[config.mk]
export PLATFORM = sky130hd
export DESIGN_NAME = pzbcm_width_downsizer
export DESIGN_NICKNAME = d
export VERILOG_FILES = /design/src/rtl/pzbcm_width_downsizer_pkg.sv /design/src/rtl/pzbcm_width_downsizer_lane_select.sv /design/src/rtl/pzbcm_width_downsizer.sv
export SDC_FILE = /design/constraint.sdc
export NUM_CORES = 1
export LEC_CHECK = 0
export ABC_CLOCK_PERIOD_IN_PS = 2500
export CORE_MARGIN = 5
export CORE_UTILIZATION = 25
export DETAILED_ROUTE_END_ITERATION = 12
export MAX_ROUTING_LAYER = met4
export PLACE_DENSITY_LB_ADDON = 0.15
export SYNTH_ARGS = -nofsm -noshare
export SYNTH_HDL_FRONTEND = slang
export SYNTH_SLANG_ARGS = --single-unit
[constraint.sdc]
create_clock -name i_clk -period 2.5 [get_ports i_clk]
set_clock_uncertainty 0.1 [all_clocks]
set_input_delay 0.375 -clock i_clk [delete_from_list [all_inputs] [get_ports i_clk]]
set_output_delay 0.375 -clock i_clk [all_outputs]
set_load 0.01 [all_outputs]
[src/rtl/pzbcm_width_downsizer_pkg.sv]
// pzbcm_width_downsizer_pkg: shared types and helpers for the width downsizer.
package pzbcm_width_downsizer_pkg;

   typedef enum logic {
      IDLE = 1'b0,
      BUSY = 1'b1
   } state_e;

   // Width of the beat-count and index fields; never narrower than one bit.
   function automatic int calc_count_width(input int ratio);
      return (ratio <= 2) ? 1 : $clog2(ratio);
   endfunction

   // Counts above the last real lane (non power-of-two ratios) select the last lane.
   function automatic int clamp_count(input int count, input int ratio);
      return (count > ratio - 1) ? ratio - 1 : count;
   endfunction

endpackage

[src/rtl/pzbcm_width_downsizer_lane_select.sv]
// pzbcm_width_downsizer_lane_select: combinational mux picking one narrow lane
// out of the wide holding register.
module pzbcm_width_downsizer_lane_select
   import pzbcm_width_downsizer_pkg::*;
#(
   parameter int WIDTH       = 8,
   parameter int RATIO       = 4,
   parameter int COUNT_WIDTH = calc_count_width(RATIO)
) (
   input  logic [RATIO*WIDTH-1:0] i_data,
   input  logic [COUNT_WIDTH-1:0] i_index,
   output logic [WIDTH-1:0]       o_data
);

   // Compare-based mux so an index past the last lane yields zero, never X.
   always_comb begin
      // NOTE: every output of a combinational block gets a default first, or a latch is inferred.
      o_data = '0;
      for (int k = 0; k < RATIO; k++) begin
         if (i_index == COUNT_WIDTH'(k)) begin
            o_data = i_data[k*WIDTH +: WIDTH];
         end
      end
   end

endmodule

[src/rtl/pzbcm_width_downsizer.sv]
// pzbcm_width_downsizer: valid/ready wide-to-narrow converter, lane 0 first,
// one narrow beat per cycle with no bubble between wide beats.
// Optional feature macro PZBCM_WIDTH_DOWNSIZER_PARTIAL_EN: when defined, i_count
// (clamped) selects how many lanes of each wide beat are emitted.
module pzbcm_width_downsizer
   import pzbcm_width_downsizer_pkg::*;
#(
   parameter int WIDTH       = 8,
   parameter int RATIO       = 4,
   parameter int COUNT_WIDTH = calc_count_width(RATIO)
) (
   input  logic                   i_clk,
   input  logic                   i_rst,
   input  logic                   i_valid,
   output logic                   o_ready,
   input  logic [RATIO*WIDTH-1:0] i_data,
   input  logic [COUNT_WIDTH-1:0] i_count,
   input  logic                   i_last,
   output logic                   o_valid,
   input  logic                   i_ready,
   output logic [WIDTH-1:0]       o_data,
   output logic [COUNT_WIDTH-1:0] o_index,
   output logic                   o_last
);

   state_e                 state_d, state_q;
   logic [RATIO*WIDTH-1:0] data_d, data_q;
   logic                   last_d, last_q;
   logic [COUNT_WIDTH-1:0] index_d, index_q;
   logic [COUNT_WIDTH-1:0] final_idx;
   logic                   busy;
   logic                   is_final;
   logic                   accept;

   assign busy     = (state_q == BUSY);
   assign is_final = (index_q == final_idx);
   // Ready depends combinationally on i_ready so the next wide beat can load
   // in the same cycle the final lane leaves.
   assign o_ready  = !busy || (i_ready && is_final);
   assign accept   = i_valid && o_ready;

`ifdef PZBCM_WIDTH_DOWNSIZER_PARTIAL_EN
   logic [COUNT_WIDTH-1:0] final_d, final_q;

   assign final_idx = final_q;

   // Capture the clamped final lane index with each accepted wide beat.
   always_comb begin
      final_d = final_q;
      if (accept) begin
         final_d = COUNT_WIDTH'(clamp_count(int'(i_count), RATIO));
      end
   end

   // Final-index register.
   always_ff @(posedge i_clk) begin
      if (i_rst) begin
         final_q <= '0;
      end else begin
         final_q <= final_d;
      end
   end
`else
   logic unused_count;

   assign final_idx    = COUNT_WIDTH'(RATIO - 1);
   assign unused_count = ^i_count;
`endif

   // Next state: load on wide accept, step the index on narrow handshakes.
   always_comb begin
      state_d = state_q;
      data_d  = data_q;
      last_d  = last_q;
      index_d = index_q;
      if (accept) begin
         state_d = BUSY;
         data_d  = i_data;
         last_d  = i_last;
         index_d = '0;
      end else if (busy && i_ready) begin
         if (is_final) begin
            state_d = IDLE;
         end else begin
            index_d = index_q + COUNT_WIDTH'(1);
         end
      end
   end

   // State, holding and index registers.
   always_ff @(posedge i_clk) begin
      if (i_rst) begin
         // NOTE: sequential state uses non-blocking assignments so every flop samples pre-edge values.
         state_q <= IDLE;
         // NOTE: the holding data is reset too, so o_data reads 0 rather than stale data after reset.
         data_q  <= '0;
         last_q  <= 1'b0;
         index_q <= '0;
      end else begin
         state_q <= state_d;
         data_q  <= data_d;
         last_q  <= last_d;
         index_q <= index_d;
      end
   end

   assign o_valid = busy;
   assign o_index = index_q;
   assign o_last  = busy && last_q && is_final;

   pzbcm_width_downsizer_lane_select #(
      .WIDTH       (WIDTH),
      .RATIO       (RATIO),
      .COUNT_WIDTH (COUNT_WIDTH)
   ) u_lane_select (
      .i_data  (data_q),
      .i_index (index_q),
      .o_data  (o_data)
   );

endmodule

After elaboration in Yosys (flattened, before gate mapping)
Index checks and enable logic that the tools add are counted.
{ "totals": {"elab_cells": 29, "reg_bits": 36, "output_inout_bits": 13} }
{ "op_classes": {"n_mux": 7, "bitwise": 1, "n_addsub": 1, "reduce_logical": 13, "n_eq_ne": 3} }
{ "ops": {"columns": ["cell", "n"], "rows": [
  ["$mux 8", 4],
  ["$logic_and 1x1->1", 5],
  ["$eq 2x2->1 const B", 2],
  ["$reduce_and 2->1", 2],
  ["$reduce_bool 2->1", 2],
  ["$mux 1", 3],
  ["$add 2x1->2 const B", 1],
  ["$eq 2x1->1 const B", 1],
  ["$logic_not 2->1", 1],
  ["$reduce_or 2->1", 1],
  ["$logic_not 1->1", 1],
  ["$logic_or 1x1->1", 1],
  ["$not 1->1", 1]
]} }

Logic depth before layout (Yosys ltp)
Gate-level depths: netlist (run 1).
{ "depth": {"ltp_word": 6, "mapped_depth": 7, "depth_no_buf": 5} }

By module
A second synthesis (run 1) with hierarchy kept.
{ "hier_totals": {"hier_cells": 168, "area_unflattened_um2": 1864.3} }
{ "modules_own_cells": {"columns": ["mod", "area_each_um2", "cells_each", "n_inst"], "rows": [
  ["pzbcm_width_downsizer", 1667.8, 158, 1],
  ["pzbcm_width_downsizer_lane_select", 196.4, 10, 1]
]} }

Worst setup path before layout (run 1)
Ideal clock, no wire load.
{ "synth_timing": {"path_type": "register to output", "startpoint": "register index_q[0] (netlist: o_index[0])", "endpoint": "output o_data[1]", "t_required_ps": 2025, "path_slack_ps": 622, "path_buffers": 2, "path_stages_with_launch": 8, "t_arrival_ps": 1403, "path_cell_list": "dfxtp_1 > inv_1 > ha_1 > clkbuf_1 > buf_2 > a21oi_1 > o21ai_0 > a22o_1"} }
{ "synth_between": {"elab_chain_len": 5, "elab_cells_between_ends": 8, "classes_between": "eq/ne: 3; mux: 4; reduce/logical: 1"} }
{ "synth_rtl": {"columns": ["element", "line_no", "text"], "rows": [
  ["from (decl)", "pzbcm_width_downsizer.sv:29", "logic [COUNT_WIDTH-1:0] index_d, index_q;"],
  ["from (signal assigned)", "pzbcm_width_downsizer.sv:103", "index_q <= index_d;"],
  ["$logic_not 2->1", "pzbcm_width_downsizer_lane_select.sv:20", "if (i_index == COUNT_WIDTH'(k)) begin"],
  ["$mux 8 (3 in a row)", "pzbcm_width_downsizer_lane_select.sv:20", null],
  ["$mux 8 (*)", "pzbcm_width_downsizer_lane_select.sv:20", null],
  ["to (decl)", "pzbcm_width_downsizer.sv:21", "output logic [WIDTH-1:0] o_data,"]
]} }
Every way passes the cells marked *; elsewhere a longest branch is shown, timed or not.

Final worst setup path (run 1)
{ "layout_timing": {"startpoint": "register index_q[0] (netlist: o_index[0])", "endpoint": "output o_data[6]"} }
Same word-level chain as after synthesis.

==> impl_results.md, run 1 <==
* Met3 global-route usage at 2.55%
* Crit-path slowest cell: dfxtp_2
* Fin cells at 364
* Num rows at 32
* Seq/Total Area, Yosys at 36.7%
* Util after Layout at 34.5%
* TritonCTS Buffers at 5
* RSZ-0062 raised after global routing: false
* Max cap viols at 0
* Global-route usage over all layers at 10.5%
* Outcome: completed
* Main synth FF type: dfxtp_1
* Yosys cell types at 19
* Pins Over Slew Limit at 0
* Avg Cell Area, Syn at 9.06 um2
* Top cell type's share of synthesized area at 36.7%
* Synth warn at 0
* Setup crit end kind: primary output
* CTS tree: built
* Grt met1 use at 13.9%
* Clock Sinks at 36
* PwrDens at 488 nW/um2
* Post-DP HPWL at 3240 um
* Vias in the first global route at 1651
* Synthesized Nets at 260
* Crit path launch type: flip-flop
* Die ar. at 9740 um2
* Layout cell share with drive strength beyond 1 at 7.25%
* Clock root cell: clkbuf_8
* Initial antenna violation count at 0
* Detail Route Antenna Nets at 0
* FILL cells at 834
* Slowest Stage Delay on Critical Path at 360 ps
* Fmax at 0.425 GHz
* #FFs+latches synth at 36
* Cells after synthesis at 217
* Initial DRC Count at 46
* Post-synth top area cell: dfxtp_1
* Placed insts at 356
* Most used routing layer: met2
* Buffers and inverters on the worst path at 3
* Post-synth EDFFs at 0
* Area grow syn2layout at 34.8%
* Hold_buf cts at 0
* Die Span X at 98.7 um
* Crit path kind: flip-flop to primary output
* PortBufs at 49
* Required @ worst endpoint at 2030 ps
* H-tree depth at 2
* Core ar. at 7690 um2
* Die height at 98.7 um
* Synthesized area at 1970 um2
* Fin. Hold Viols at 0
* I/O pin cnt at 52
* Nets at 304
* Remaining global-route overflow at 0
* CP Max Fanout at 16
* Part of the cycle the worst path needs at 94.2%
* Max IR drop VDD at 140 uV
* Largest net degree at the start of global routing at 70
* Setup bufs post-CTS at 0
* Vias post-DR at 1503
* Wire length per cell at 13.0 um
* Final min period at 2350 ps
* Dominant cells by area after synthesis: dfxtp_1 (37%), nand2b_1 (21%), mux2i_1 (17%)
* Lkg Pwr at 1.03 nW
* Count of final setup violators at 0
* Ys async rst share at 0%
* Worst skew pair latency at 280 ps
* Antenna diode count at 0
* Top-count cell post-synth: nand2b_1
* Top delay family on crit path: buffers and inverters
* Data arrival, critical path at 1880 ps
* Clock transition at path regs at 70 ps
* Worst Hold Class: flip-flop to flip-flop
* First-pass GRT wire length at 7830 um
* WL final at 4710 um
* # DRC at 0
* Placer congestion estimate at 0.731
* Vias per std cell at 4.13
* List of most frequent post-synthesis cells: nand2b_1 (66), dfxtp_1 (36), mux2i_1 (34), a21oi_1 (16)
* Initial DRT Pass Iterations at 4
* Initial Util at 25.6%
* Slew HR at 82.0%
* Met2 Use GR at 15.6%
* TNS Setup at 0 ps
* Cell Chain, Critical Path: inv_1 -> ha_1 -> buf_12 -> a21oi_1 -> o21ai_1 -> a22o_1 -> dlygate4sd2_1
* Pin slew with the least headroom to its limit at 270 ps
* Clock buffer depth at 2
==> flip-flops by register name, summed over array words and instances (netlist names) <==
name,flops
o_index,2
data_q,32
o_valid,1
last_q,1
==> metal layers <==
layer / vias to the layer above / wire, um
met3: 5 / 163
met1: 670 / 2390
met5: - / 0
met4: 0 / 45
li1: 795 / -
met2: 33 / 2110
==> cells in the final DEF (no fill, tap or decap), drive strengths merged <==
master / synthesis / layout
nand3b: 1 / 1
a21boi: 1 / 1
dlygate4sd2: 0 / 8
xnor2: 1 / 1
ha: 4 / 4
dfxtp: 36 / 36
clkbuf: 11 / 8
nor3: 2 / 2
buf: 6 / 5
a21oi: 16 / 16
nor2: 2 / 2
and3: 1 / 1
o21ai: 8 / 8
clkdlybuf4s50: 0 / 41
nor2b: 1 / 1
inv: 11 / 11
mux2i: 34 / 34
nand2: 8 / 8
nand2b: 66 / 66
a22o: 8 / 8
==> repair_timing <==
| item | 4_1_cts | 5_1_grt |
|---|---|---|
| gates resized for setup | 15 | 2 |
| pin swaps | 0 | 0 |
| endpoints found under the hold margin | 0 | 0 |
| endpoints found under the setup margin | 8 | 1 |
==> tightest hold or removal path, stage by stage (launching register included) <==
cell and delay (ps):
dfxtp_1 310, nand2b_1 60, mux2i_1 60
==> layout make-up <==
type	instances	area (um2)	share of cell area, %
Clock buffer	8	90.1	3.40
Inverter	11	41.3	1.56
Multi-Input combinational cell	153	1110	41.9
Sequential cell	36	723	27.3
Tap cell	102	128	4.82
Timing Repair Buffer	54	556	21.0
==> kinds of logic after synthesis <==
logic type	count (synthesis)	synth area share, %
muxes	34	17.3
xor gates and xnor gates	1	0.446
DFF	36	36.7
AOI/OAI and AO/OA	33	10.6
buffers and inverters	28	7.32
adders and majority gates	4	2.55
and+or+nand+nor	81	25.1
==> where the power goes <==
group          internal (mW)  total [mW]  leakage [nW]  switching (mW)
clock                  0.225       0.423        0.0455           0.199
sequential             0.610       0.630         0.297          0.0205
combinational          0.142       0.240         0.688          0.0981
==> path summary, 6_finish.rpt <==
kind | startpoint | cells past startpoint | to | slack [ps]
hold / removal | last_q | 2 | last_q | 370
hold reg to reg | last_q | 2 | last_q | 370
setup reg to reg | o_index[1] | 6 | data_q[8] | 900
setup / recovery | o_index[0] | 7 | o_data[6] | 150
==> metrics by stage <==
step / power, mW / hold slack, ps / setup WS, ps / instance area [um2]
finish: 1.29 / 374 / 145 / 2650
global route: 1.37 / 400 / 39.8 / 2650
CTS: 1.32 / 375 / 97.1 / 2650
detailed placement: 0.893 / 362 / 123 / 2560
global placement: 0.893 / 358 / 132 / 2560
floorplan: 0.775 / 344 / 622 / 1970
Note: power is estimated with default switching activity, not from simulation.
==> run 2: changes to the inputs <==
Settings changed: ABC_CLOCK_PERIOD_IN_PS 2500 to 2600.
Clock period 2.5 ns to 2.6 ns, I/O delays scaled along.
==> run 2 against run 1 <==
Non-clock buffer count down 1; global-route usage down 0.31 points; cell area down 0.43%; power is 3.6% lower; sequential cell count stayed put; critical path depth shrank 1; via count rose by 1.4%; sequential power shrank 4.0%; clock power shrank 3%; largest power group unchanged.
==> impl_results.md, run 2 (synthesis results as in run 1) <==
* Fin. Hold Viols at 0 (unchanged)
* Cell Chain, Critical Path: inv_1 -> ha_2 -> a21oi_1 -> o21ai_1 -> a22o_1 -> clkdlybuf4s50_1
* CTS tree: built
* Data arrival, critical path at 2070 ps (+190 ps)
* Slew HR at 65.9% (-16 points)
* Setup bufs post-CTS at 0 (unchanged)
* Clock Sinks at 36 (unchanged)
* Area grow syn2layout at 34.2%
* Max reg flops at 32 (unchanged)
* Part of the cycle the worst path needs at 98.5%
* Crit path launch type: flip-flop
* Wire length per cell at 13.0 um (+0.70%)
* Clock transition at path regs at 70 ps (about the same)
* Nets at 303 (-0.33%)
* Vias in the first global route at 1574 (-4.7%)
* Most common cell after layout, fill and taps aside: nand2b_1
* Fin cells at 363 (-0.27%)
* Remaining global-route overflow at 0 (unchanged)
* Core ar. at 7690 um2 (unchanged)
* Num rows at 32 (unchanged)
* Max IR drop VDD at 143 uV (+1.9%)
* Post-DP HPWL at 3250 um (+0.27%)
* Most frequent cells in the layout: nand2b_1 (66), clkdlybuf4s50_1 (42), dfxtp_1 (35), mux2i_1 (34), a21oi_1 (16)
* Die height at 98.7 um (unchanged)
* Worst Hold Class: flip-flop to flip-flop
* PwrDens at 473 nW/um2 (-3.2%)
* Slowest Stage Delay on Critical Path at 540 ps (+180 ps)
* Setup crit end kind: primary output
* Count of final setup violators at 0 (unchanged)
* Outcome: completed
* Final min period at 2560 ps
* Clock buffer depth at 2 (unchanged)
* Initial DRT Pass Iterations at 4 (unchanged)
* Layout cell share with drive strength beyond 1 at 7.28% (+0.028 points)
* Vias post-DR at 1524 (+1.4%)
* First-pass GRT wire length at 7680 um (-1.9%)
* PortBufs at 49 (unchanged)
* Initial antenna violation count at 0 (unchanged)
* I/O pin cnt at 52 (unchanged)
* Design Power at 1.25 mW (-3.6%)
* Max cap viols at 0 (unchanged)
* Placer congestion estimate at 0.726 (-0.70%)
* Required @ worst endpoint at 2110 ps (+80 ps)
* # DRC at 0 (unchanged)
* Die ar. at 9740 um2 (unchanged)
* Top reg by flops: data_q
* Initial DRC Count at 60 (+30%)
* Antenna diode count at 0 (unchanged)
* CP Max Fanout at 16 (unchanged)
* Initial Util at 25.6% (unchanged)
* Crit path kind: flip-flop to primary output
* H-tree depth at 2 (unchanged)
* Fmax at 0.391 GHz
* Final hold slack at 372 ps (-2.18 ps)
* Hold_buf cts at 0 (unchanged)
* RSZ-0062 raised after global routing: true
* Die Span X at 98.7 um (unchanged)
* Crit-path slowest cell: clkdlybuf4s50_1
* Lkg Pwr at 1.08 nW (+4.8%)
* Pins Over Slew Limit at 0 (unchanged)
* Detail Route Antenna Nets at 0 (unchanged)
* Placed insts at 355 (-0.28%)
* Global-route usage over all layers at 10.1% (-0.31 points)
* TritonCTS Buffers at 5 (unchanged)
* TNS Setup at 0 ps (unchanged)
* Clock root cell: clkbuf_8
* WL final at 4730 um (+0.42%)
* Worst skew pair latency at 290 ps (about the same)
* Largest net degree at the start of global routing at 70 (unchanged)
* Vias per std cell at 4.20 (+1.7%)
* Util after Layout at 34.3% (-0.15 points)
* Pin slew with the least headroom to its limit at 512 ps (+242 ps)
[run 2: cell count changes in the layout (fill, tap and decap cells not counted), sizes merged]
cell	delta
buf	-1
clkbuf	-2
clkdlybuf4s50	+1
dlygate4sd2	-6
clkinv	+2
dlymetal6s2s	+5
[run 2: metrics by stage]
step	setup slack [ps]	cell area, um2
final	39.4	2640
after global routing	-55.7	2640
after CTS	28.1	2630
after detailed placement	207	2530
after global placement	205	2530
after floorplan	707	1970
[run 2: critical path: cells and delay by family, from the launching register on]
family | cells | cell delay (ps)
flops | 1 | 350
fa+ha+maj | 1 | 350
buf+inv | 2 | 630
compound gates | 3 | 450
[run 2: final timing paths]
check | startpoint | endpoint | slack, ps | cells past startpoint
worst max-delay path | o_index[1] | o_data[5] | 40 | 6
worst min-delay path | last_q | last_q | 370 | 2
worst max register to register | o_index[1] | data_q[18] | 880 | 6
worst min register to register | last_q | last_q | 370 | 2
[run 2: final cells by class]
class / count / area, um2
tap: 102 / 128
timing repair buffer: 53 / 543
clock inverter: 2 / 10.0
clock buffer: 6 / 82.6
inverter: 11 / 41.3
fill: 835 / 5050
multi-input combinational: 153 / 1110
sequential: 36 / 722
[run 2: layer usage]
| metal | track usage, % | vias up | share of wire (%) |
|---|---|---|---|
| met4 | 2.84 | 0 | 0.91 |
| met1 | 13.9 | 692 | 51 |
| met3 | 2.55 | 6 | 3.3 |
| li1 | - | 792 | - |
| met2 | 14.8 | 34 | 45 |
| met5 | - | - | 0 |
[run 2: timing repair]
action | in CTS | in global routing
setup endpoints to repair | 8 | 6
gates resized for setup | 9 | 5
endpoints found under the hold margin | 0 | 0
[run 2: where the power goes]
part | internal, mW | switching (mW) | total [mW] | leakage, nW
clock | 0.211 | 0.198 | 0.409 | 0.0510
combinational | 0.138 | 0.0947 | 0.232 | 0.733
sequential | 0.586 | 0.0194 | 0.605 | 0.296
==> run 3: changes to the inputs <==
Settings changed: CORE_UTILIZATION 25 to 48.
==> run 3 against run 2 <==
Cell area down 2.2%; wire length down 11%; setup slack better by 76 ps; final cell count down 14%; core utilization up 31 points; hold slack better by 2.4 ps; critical path type unchanged; critical endpoint is now o_data[1]; largest power group unchanged.
==> impl_results.md, run 3 (synthesis results as in run 1) <==
* WL final at 4200 um (-11%)
* Setup crit end kind: primary output
* Remaining global-route overflow at 0 (unchanged)
* Final min period at 2480 ps (-76.0 ps)
* Part of the cycle the worst path needs at 95.6% (-2.9 points)
* Area grow syn2layout at 31.2%
* Wire length per cell at 13.5 um (+3.5%)
* CP Max Fanout at 16 (unchanged)
* Setup bufs post-CTS at 0 (unchanged)
* Worst skew pair latency at 290 ps (about the same)
* I/O pin cnt at 52 (unchanged)
* Worst Hold Class: flip-flop to flip-flop
* Placer congestion estimate at 0.717 (-1.3%)
* Clock Sinks at 36 (unchanged)
* Max cap viols at 0 (unchanged)
* Worst hold path startpoint: data_q[23]
* RSZ-0062 raised after global routing: false
* Post-cts sizing count at 4 (-5)
* Layout cell share with drive strength beyond 1 at 6.90% (-0.38 points)
* Final hold slack at 374 ps (+2.40 ps)
* Util after Layout at 64.9% (+31 points)
* Global-route usage over all layers at 17.2% (+7.1 points)
* Detail Route Antenna Nets at 0 (unchanged)
* Most common cell after layout, fill and taps aside: nand2b_1
* RR Startpoint: o_index[1]
* Vias post-DR at 1502 (-1.4%)
* TNS Setup at 0 ps (unchanged)
* Clock root cell: clkbuf_8
* CTS tree: built
* Die Span X at 74.0 um (-25%)
* Slew HR at 67.2% (+1.4 points)
* Core ar. at 3970 um2 (-48%)
* PortBufs at 49 (unchanged)
* Max reg flops at 32 (unchanged)
* Top reg by flops: data_q
* Antenna diode count at 0 (unchanged)
* Die ar. at 5470 um2 (-44%)
* Crit path launch type: flip-flop
* Vias in the first global route at 1570 (-0.25%)
* Max IR drop VDD at 272 uV (+90%)
* Initial DRC Count at 116 (+93%)
* H-tree depth at 2 (unchanged)
* Initial DRT Pass Iterations at 4 (unchanged)
* Most frequent cells in the layout: nand2b_1 (66), clkdlybuf4s50_1 (43), dfxtp_1 (35), mux2i_1 (34), a21oi_1 (15)
* Clock buffer depth at 2 (unchanged)
* Required @ worst endpoint at 2110 ps (about the same)
* Num rows at 23 (-28%)
* Fmax at 0.402 GHz (+3.1%)
* Initial Util at 49.5% (+24 points)
* Die height at 74.0 um (-25%)
* Worst Hold Depth at 2 (unchanged)
* Nets at 303 (unchanged)
* FF-to-FF path depth at 6 (unchanged)
* Largest net degree at the start of global routing at 70 (unchanged)
* Post-DP HPWL at 2770 um (-15%)
* Lkg Pwr at 1.08 nW (+0.31%)
* # DRC at 0 (unchanged)
* Count of final setup violators at 0 (unchanged)
* PwrDens at 482 nW/um2 (+1.9%)
* First-pass GRT wire length at 7000 um (-8.9%)
* Crit path kind: flip-flop to primary output
* TritonCTS Buffers at 5 (unchanged)
* Outcome: completed
* Fin. Hold Viols at 0 (unchanged)
* Vias per std cell at 4.83 (+15%)
* Clock transition at path regs at 70 ps (about the same)
* Hold_buf cts at 0 (unchanged)
* Pin slew with the least headroom to its limit at 491 ps (-20.7 ps)
* Pins Over Slew Limit at 0 (unchanged)
* Critical Path Start: o_index[0]
* Initial antenna violation count at 0 (unchanged)
* Data arrival, critical path at 1990 ps (-80 ps)
==> run 3: cell count changes in the layout (fill, tap and decap cells not counted), sizes merged <==
cell / change
clkinv: -2
clkdlybuf4s50: +1
clkbuf: +2
dlygate4sd2: -2
dlymetal6s2s: +1
==> run 3: area by class of cell <==
type                    instances  area (um2)
fillers                       331        1390
multi-input cells             153        1110
flip-flops and latches         36         722
repair buffers                 53         548
clock buffers                   8        90.1
well taps                      50        62.6
inverters                      11        41.3
==> run 3: worst paths after layout <==
check / endpoint / slack [ps]
hold reg to reg: data_q[23] / 370
setup reg to reg: data_q[8] / 890
setup / recovery: o_data[1] / 120
hold / removal: data_q[23] / 370
==> run 3: stage by stage <==
step / power [mW] / cells / area (um2) / setup WS, ps
floorplan: 0.745 / 217 / 1970 / 707
global placement: 0.847 / 303 / 2460 / 260
detailed placement: 0.850 / 303 / 2460 / 266
CTS: 1.26 / 311 / 2560 / 24.9
global route: 1.29 / 311 / 2580 / 0.939
finish: 1.24 / 311 / 2580 / 115
==> run 3: power breakdown <==
group	switching (mW)	leakage [nW]	total [mW]	internal (mW)
Clock	0.191	0.0455	0.407	0.216
Combinational	0.0904	0.742	0.229	0.139
Sequential	0.0197	0.296	0.606	0.586
==> run 3: worst max-delay path, cell delays in order (launching register included) <==
cell,delay [ps]
dfxtp_2,350
inv_1,90
ha_1,200
buf_4,190
a21oi_1,110
o21ai_0,90
a22o_1,190
clkdlybuf4s50_1,480
==> run 3: metal layers <==
| layer | GRT usage [%] | wire length (um) |
|---|---|---|
| met5 | - | 0 |
| met4 | 6.64 | 70 |
| met3 | 4.19 | 288 |
| met2 | 28.2 | 1990 |
| met1 | 20.3 | 1850 |
